==> src/rtl/regfile_wb_ctrl_if.sv <==
// Writeback/scoreboard bus of regfile_wb_ctrl: two writeback sources, decode
// issue/query side and the register file write port.
interface regfile_wb_ctrl_if;
  logic        s0_valid, s0_ready;
  logic [4:0]  s0_rd;
  logic [31:0] s0_wd;
  logic        s1_valid, s1_ready;
  logic [4:0]  s1_rd;
  logic [31:0] s1_wd;
  logic        mark_valid, mark_ready;
  logic [4:0]  mark_rd;
  logic        flush;
  logic [4:0]  rs1_q, rs2_q;
  logic        rs1_busy, rs2_busy;
  logic        rf_we;
  logic [4:0]  rf_rd;
  logic [31:0] rf_wd;
  logic        err_underflow;

  modport slave (
    input  s0_valid, s0_rd, s0_wd, s1_valid, s1_rd, s1_wd,
           mark_valid, mark_rd, flush, rs1_q, rs2_q,
    output s0_ready, s1_ready, mark_ready, rs1_busy, rs2_busy,
           rf_we, rf_rd, rf_wd, err_underflow
  );

  modport master (
    output s0_valid, s0_rd, s0_wd, s1_valid, s1_rd, s1_wd,
           mark_valid, mark_rd, flush, rs1_q, rs2_q,
    input  s0_ready, s1_ready, mark_ready, rs1_busy, rs2_busy,
           rf_we, rf_rd, rf_wd, err_underflow
  );
endinterface

==> src/rtl/regfile_wb_ctrl.sv <==
// Register file write-port owner: arbitrates ALU/LSU writebacks onto one
// registered write port and keeps a per-register pending-write scoreboard.

// One pending-write counter; inc and dec together cancel, flush wins.
module regfile_wb_cnt #(
  parameter int CNT_W = 2
) (
  input  logic             clk,
  input  logic             n_rst,
  input  logic             i_inc,
  input  logic             i_dec,
  input  logic             i_flush,
  output logic [CNT_W-1:0] o_cnt
);
  // counter update
  always_ff @(posedge clk or negedge n_rst) begin
    if (!n_rst)                o_cnt <= '0;
    else if (i_flush)          o_cnt <= '0;
    else if (i_inc && !i_dec)  o_cnt <= o_cnt + CNT_W'(1);
    else if (i_dec && !i_inc)  o_cnt <= o_cnt - CNT_W'(1);
  end
endmodule

module regfile_wb_ctrl #(
  parameter int CNT_W      = 2,
  parameter int PRIO_FIXED = 0
) (
  input  logic               clk,
  input  logic               n_rst,
  regfile_wb_ctrl_if.slave   bus
);
  localparam logic [CNT_W-1:0] CNT_MAX = '1;

  logic [31:0][CNT_W-1:0] w_cnt;
  logic        r_pref1;     // 1: src1 wins the next tie (round-robin)
  logic        r_we;
  logic [4:0]  r_rd;
  logic [31:0] r_wd;
  logic        r_err;

  logic        w_g0, w_g1, w_acc, w_rd_nz, w_inc, w_dec, w_acc_zero;
  logic [4:0]  w_rd;
  logic [31:0] w_wd;

  // Arbitration: a lone valid always wins; ties go by priority mode
  assign w_g1 = bus.s1_valid & (~bus.s0_valid | (PRIO_FIXED != 0) | r_pref1);
  assign w_g0 = bus.s0_valid & ~w_g1;
  assign w_acc = w_g0 | w_g1;
  assign w_rd  = w_g1 ? bus.s1_rd : bus.s0_rd;
  assign w_wd  = w_g1 ? bus.s1_wd : bus.s0_wd;
  assign w_rd_nz    = |w_rd;
  assign w_acc_zero = (w_cnt[w_rd] == '0);

  assign bus.s0_ready = w_g0;
  assign bus.s1_ready = w_g1;

  // Scoreboard controls; x0 never counts
  assign bus.mark_ready = (w_cnt[bus.mark_rd] != CNT_MAX);
  assign w_inc = bus.mark_valid & bus.mark_ready & (|bus.mark_rd);
  assign w_dec = w_acc & w_rd_nz & ~w_acc_zero;

  assign w_cnt[0] = '0;
  for (genvar i = 1; i < 32; i++) begin : g_cnt
    regfile_wb_cnt #(.CNT_W(CNT_W)) u_cnt (
      .clk     (clk),
      .n_rst   (n_rst),
      .i_inc   (w_inc & (bus.mark_rd == 5'(i))),
      .i_dec   (w_dec & (w_rd == 5'(i))),
      .i_flush (bus.flush),
      .o_cnt   (w_cnt[i])
    );
  end

  assign bus.rs1_busy = (|bus.rs1_q) & (w_cnt[bus.rs1_q] != '0);
  assign bus.rs2_busy = (|bus.rs2_q) & (w_cnt[bus.rs2_q] != '0);

  // Round-robin pointer moves only when something is granted
  always_ff @(posedge clk or negedge n_rst) begin
    if (!n_rst)     r_pref1 <= 1'b0;
    else if (w_acc) r_pref1 <= w_g0;
  end

  // Registered write port; x0 writebacks are consumed without a write
  always_ff @(posedge clk or negedge n_rst) begin
    if (!n_rst) begin
      r_we <= 1'b0;
      r_rd <= '0;
      r_wd <= '0;
    end else begin
      r_we <= w_acc & w_rd_nz;
      if (w_acc && w_rd_nz) begin
        r_rd <= w_rd;
        r_wd <= w_wd;
      end
    end
  end

  // Sticky underflow: retiring a register nobody marked (flush cycle excused)
  always_ff @(posedge clk or negedge n_rst) begin
    if (!n_rst)                                               r_err <= 1'b0;
    else if (w_acc && w_rd_nz && w_acc_zero && !bus.flush)    r_err <= 1'b1;
  end

  assign bus.rf_we         = r_we;
  assign bus.rf_rd         = r_rd;
  assign bus.rf_wd         = r_wd;
  assign bus.err_underflow = r_err;
endmodule

==> src/flat_wrapper.sv <==
// flat-port wrapper written by rule: the top's interface ports become plain ports
module regfile_wb_ctrl_flat 
#(
  parameter int CNT_W      = 2,
  parameter int PRIO_FIXED = 0
)
  (clk, n_rst, bus_s0_valid, bus_s0_rd, bus_s0_wd, bus_s1_valid, bus_s1_rd, bus_s1_wd, bus_mark_valid, bus_mark_rd, bus_flush, bus_rs1_q, bus_rs2_q, bus_s0_ready, bus_s1_ready, bus_mark_ready, bus_rs1_busy, bus_rs2_busy, bus_rf_we, bus_rf_rd, bus_rf_wd, bus_err_underflow);
  regfile_wb_ctrl_if bus_i ();
  input  logic clk;
  input  logic n_rst;
  input wire logic [$bits(bus_i.s0_valid)-1:0] bus_s0_valid;
  input wire logic [$bits(bus_i.s0_rd)-1:0] bus_s0_rd;
  input wire logic [$bits(bus_i.s0_wd)-1:0] bus_s0_wd;
  input wire logic [$bits(bus_i.s1_valid)-1:0] bus_s1_valid;
  input wire logic [$bits(bus_i.s1_rd)-1:0] bus_s1_rd;
  input wire logic [$bits(bus_i.s1_wd)-1:0] bus_s1_wd;
  input wire logic [$bits(bus_i.mark_valid)-1:0] bus_mark_valid;
  input wire logic [$bits(bus_i.mark_rd)-1:0] bus_mark_rd;
  input wire logic [$bits(bus_i.flush)-1:0] bus_flush;
  input wire logic [$bits(bus_i.rs1_q)-1:0] bus_rs1_q;
  input wire logic [$bits(bus_i.rs2_q)-1:0] bus_rs2_q;
  output wire logic [$bits(bus_i.s0_ready)-1:0] bus_s0_ready;
  output wire logic [$bits(bus_i.s1_ready)-1:0] bus_s1_ready;
  output wire logic [$bits(bus_i.mark_ready)-1:0] bus_mark_ready;
  output wire logic [$bits(bus_i.rs1_busy)-1:0] bus_rs1_busy;
  output wire logic [$bits(bus_i.rs2_busy)-1:0] bus_rs2_busy;
  output wire logic [$bits(bus_i.rf_we)-1:0] bus_rf_we;
  output wire logic [$bits(bus_i.rf_rd)-1:0] bus_rf_rd;
  output wire logic [$bits(bus_i.rf_wd)-1:0] bus_rf_wd;
  output wire logic [$bits(bus_i.err_underflow)-1:0] bus_err_underflow;
  assign bus_i.s0_valid = bus_s0_valid;
  assign bus_i.s0_rd = bus_s0_rd;
  assign bus_i.s0_wd = bus_s0_wd;
  assign bus_i.s1_valid = bus_s1_valid;
  assign bus_i.s1_rd = bus_s1_rd;
  assign bus_i.s1_wd = bus_s1_wd;
  assign bus_i.mark_valid = bus_mark_valid;
  assign bus_i.mark_rd = bus_mark_rd;
  assign bus_i.flush = bus_flush;
  assign bus_i.rs1_q = bus_rs1_q;
  assign bus_i.rs2_q = bus_rs2_q;
  assign bus_s0_ready = bus_i.s0_ready;
  assign bus_s1_ready = bus_i.s1_ready;
  assign bus_mark_ready = bus_i.mark_ready;
  assign bus_rs1_busy = bus_i.rs1_busy;
  assign bus_rs2_busy = bus_i.rs2_busy;
  assign bus_rf_we = bus_i.rf_we;
  assign bus_rf_rd = bus_i.rf_rd;
  assign bus_rf_wd = bus_i.rf_wd;
  assign bus_err_underflow = bus_i.err_underflow;
  regfile_wb_ctrl #(.CNT_W(CNT_W), .PRIO_FIXED(PRIO_FIXED)) u_core (.clk(clk), .n_rst(n_rst), .bus(bus_i));
endmodule
==> config.mk <==
export PLATFORM = sky130hd
export DESIGN_NAME = regfile_wb_ctrl_flat
export DESIGN_NICKNAME = d
export VERILOG_FILES = /design/src/rtl/regfile_wb_ctrl_if.sv /design/src/rtl/regfile_wb_ctrl.sv /design/src/flat_wrapper.sv
export SDC_FILE = /design/constraint.sdc
export NUM_CORES = 1
export LEC_CHECK = 0
export CAP_MARGIN = 25
export CORE_UTILIZATION = 35
export DETAILED_ROUTE_END_ITERATION = 6
export SLEW_MARGIN = 25
export SYNTH_ARGS = -nofsm -noshare
export SYNTH_HDL_FRONTEND = slang
export SYNTH_SLANG_ARGS = --single-unit
==> constraint.sdc <==
create_clock -name clk -period 4.2 [get_ports clk]
set_input_delay 1.05 -clock clk [delete_from_list [all_inputs] [get_ports clk]]
set_output_delay 1.05 -clock clk [all_outputs]
set_load 0.01 [all_outputs]
==> results of run 1 <==
## registers in the layout, indices dropped and copies added (netlist names)
signal / cells
u_core.bus.rf_wd: 32
u_core.bus.rf_we: 1
u_core.g_cnt.u_cnt.o_cnt: 62
u_core.r_pref1: 1
u_core.bus.err_underflow: 1
u_core.bus.rf_rd: 5
## worst max-delay path, delay by kind of cell
family                 cells  cell delay (ns)
muxes                      2             0.93
buffers and inverters      3             0.91
AOI/OAI and AO/OA          1             0.06
and+or+nand+nor            1             0.13
## worst max path at each step
stage | from | end | slack (ns) | depth (start not counted)
after floorplan | bus_rs1_q[2] | bus_rs1_busy | 0.47 | 5
after CTS | bus_rs1_q[2] | bus_rs1_busy | 0.04 | 7
after global placement | bus_mark_rd[1] | bus_mark_ready | -0.29 | 7
after global routing | bus_rs1_q[2] | bus_rs1_busy | 0.02 | 7
after detailed placement | bus_mark_rd[1] | bus_mark_ready | -0.31 | 7
final | bus_rs1_q[2] | bus_rs1_busy | 0.07 | 7
## through the flow
step | util [%] | area [um2] | total power, mW | worst slack, ns
2_1_floorplan | - | 8033 | 1.521 | 0.4735
3_3_place_gp | 45.25 | 10210 | 1.982 | -0.2918
3_5_place_dp | 45.25 | 10210 | 1.985 | -0.3090
4_1_cts | 46.70 | 10540 | 2.881 | 0.03661
5_1_grt | 46.74 | 10550 | 2.995 | 0.02383
6_report | 46.75 | 10550 | 2.862 | 0.06663
## report_power, final
group / internal, mW / switching [mW]
combinational: 0.399 / 0.491
clock: 0.423 / 0.456
sequential: 1.04 / 0.0489
total: 1.87 / 0.996
## what timing repair did
item / 4_1_cts / 5_1_grt
setup endpoints to repair: 3 / 2
resized for setup: 6 / 5
pin swaps: 0 / 0
gates cloned: 1 / 0
## metal layers
metal	vias up	GRT usage (%)
met3	80	6.116
met1	4157	37.16
li1	4053	-
met4	0	11.05
met5	-	0
met2	412	43.38
## cell families after synthesis
kind of cell | count (synthesis) | share of synthesized area, %
and+or+nand+nor | 420 | 26.46
DFF | 102 | 31.78
xor gates and xnor gates | 31 | 3.380
muxes | 42 | 7.259
AOI/OAI and AO/OA | 314 | 25.19
buffers and inverters | 98 | 5.935
## Yosys cell counts, types with 10 or more instances
cell type  number  share of area (%)
mux2_2         10                1.4
a31oi_1        47                3.7
nand2_1       122                5.7
xor2_1         24                2.6
and2_1         27                2.1
o22ai_1        10               0.78
clkbuf_1       55                2.6
a211oi_1       25                2.3
nand4_1        19                1.5
nor2_1         93                4.3
nand2b_1       19                1.5
mux4_2         12                3.4
buf_2          13               0.81
a21oi_1        84                5.2
nor4_1         13                1.0
nor3_1         29                1.8
nand3_1        36                2.2
dfrtp_1       102                 32
nor3b_1        17                1.6
o31ai_1        13                1.2
inv_1          10               0.47
o21ai_0        57                3.6
mux2i_1        20                2.5
## cells in the final DEF (no fill, tap or decap), drive strengths merged, types with 20 or more instances in the layout
| master | instances |
|---|---|
| a211oi | 25 |
| a21oi | 85 |
| a31oi | 47 |
| and2 | 27 |
| buf | 102 |
| clkdlybuf4s50 | 132 |
| dfrtp | 102 |
| mux2i | 20 |
| nand2 | 125 |
| nand3 | 36 |
| nor2 | 95 |
| nor3 | 31 |
| o21ai | 64 |
| xor2 | 24 |
## cell type report
cell class,count,area share (%)
multi-input combinational,807,47.66
sequential,102,24.19
timing repair buffer,238,21.48
tap,285,3.380
clock buffer,9,2.134
clock inverter,7,0.6878
inverter,12,0.4506
antenna,1,0.02372
==> results.yml, run 1 <==
detailed_routing:
  antenna_left: 0
  drt_iter0_markers: 990
  wl_met1_um: 13760
  via_count: 8702
  dr.pass1.iters: 7
  dr_wl_met3_um: 2631
  routedWlPerCell_um: 22.12
  dr_wl_met2_um: 14810
  wl_um: 32310
  drt_drc_violations_left: 0
  vias_per_cell: 5.956
  routed.top_layer: "met4"
synthesis:
  syn_area_per_cell_um2: 7.977
  seq_area_frac_synth_pct: 31.78
  yosys_warnings: 0
  syn-cell-area_um2: 8033
  synth_edf_count: 0
  async_flop_share_pct: 100.0
  synth.distinct_cells: 78
  ys.flop_type: "dfrtp_1"
  synth_cells: 1007
  ys_ff_latch: 102
  synth_fp_nets: 1102
clock_tree:
  clkSinkCount: 102
  root_buffer: "clkbuf_16"
  postCtsSetupBuffers: 0
  clockBufferDepth: 2
  cts_inserted_buffers: 9
  cts_tree: "built"
  insertion_delay_ns: 0.37
  clk_pin_slew_worst_paths_ns: 0.08
  holdBufCountCts: 0
  cts_htree_levels: 3
final_layout:
  fillers: 2228
  finalNonFillerCells: 1461
  seq_area_um2: 2552
  drive_gt1_share_pct: 15.40
  layout.nets: 1265
  multi_input_area_um2: 5029
  area_growth_pct: 31.36
worst_setup_path:
  regToRegStartpoint: "u_core.r_pref1"
  worstSetupPathType: "primary input to output port"
  critPathMostFrequentCell: "mux4_2"
  cp_slowest_stage_delay_ns: 0.47
  cp_slowest_cell: "mux4_2"
  crit_path_end_kind: "output port"
  r2r_end: "u_core.g_cnt[30].u_cnt.o_cnt[0]"
  crit_chain: "clkdlybuf4s50_1 > buf_12 > nor3_1 > a21oi_1 > mux4_2 > mux4_2 > dlygate4sd2_1"
  startpoint_type: "primary input"
  required_ns: 3.15
  reg2regPathDepth: 10
  critPathArrivalTime_ns: 3.08
  cp_max_fo: 13
  worst-r2r-setup-slack_ns: 1.16
hold_path:
  hold_depth: 1
  min_to: "u_core.bus.err_underflow"
  hold_path_class: "register to register"
  min_from: "u_core.bus.err_underflow"
floorplan:
  die_h_um: 153.5
  initial_utilization_pct: 35.59
  rows: 55
  die_x_um: 153.5
  io_pins: 139
  die_area_um2: 23560
  core_area_um2: 22570
placement:
  numPortBuffers: 138
  gp_congestion: 0.9640
  dp_hpwl_um: 24180
  dpl.cell_count: 1443
timing:
  fin_crit_sh_pct: 98.41
  drv_slew: 0
  fin_hold_ws_ns: 0.4723
  setup_viol: 0
  fin_crit_ns: 4.133
  max_slew_margin_pct: 46.61
  hold_viol_final: 0
  rsz0062_at_grt: "false"
  fmax_mhz: 241.9
  skew_ns: 0.009911
  tns_ns: 0
  max_slew.worst_pin.slew_ns: 0.8008
pwr:
  p_leak_nw: 4.187
  power_density_nw_per_um2: 271.2
  ir_worst_vdd_v: 0.0001691
global_route:
  antenna_found_initial: 1
  grt_pass1_wl_um: 49670
  grt_max_degree: 56
  grt-ovfl-total: 0
  grtUsageTotal_pct: 27.74
  grt_pass1_vias: 8299
status:
  status: "completed"
flow_run:
  drv_cap: 0
Power figures use the tool's default switching activity.
==> run 2, diff against run 1 <==
ABC_CLOCK_PERIOD_IN_PS = 4200   (was default)
==> results of run 2 <==
No change in the layout: final DEF, timing and power equal those of run 1.
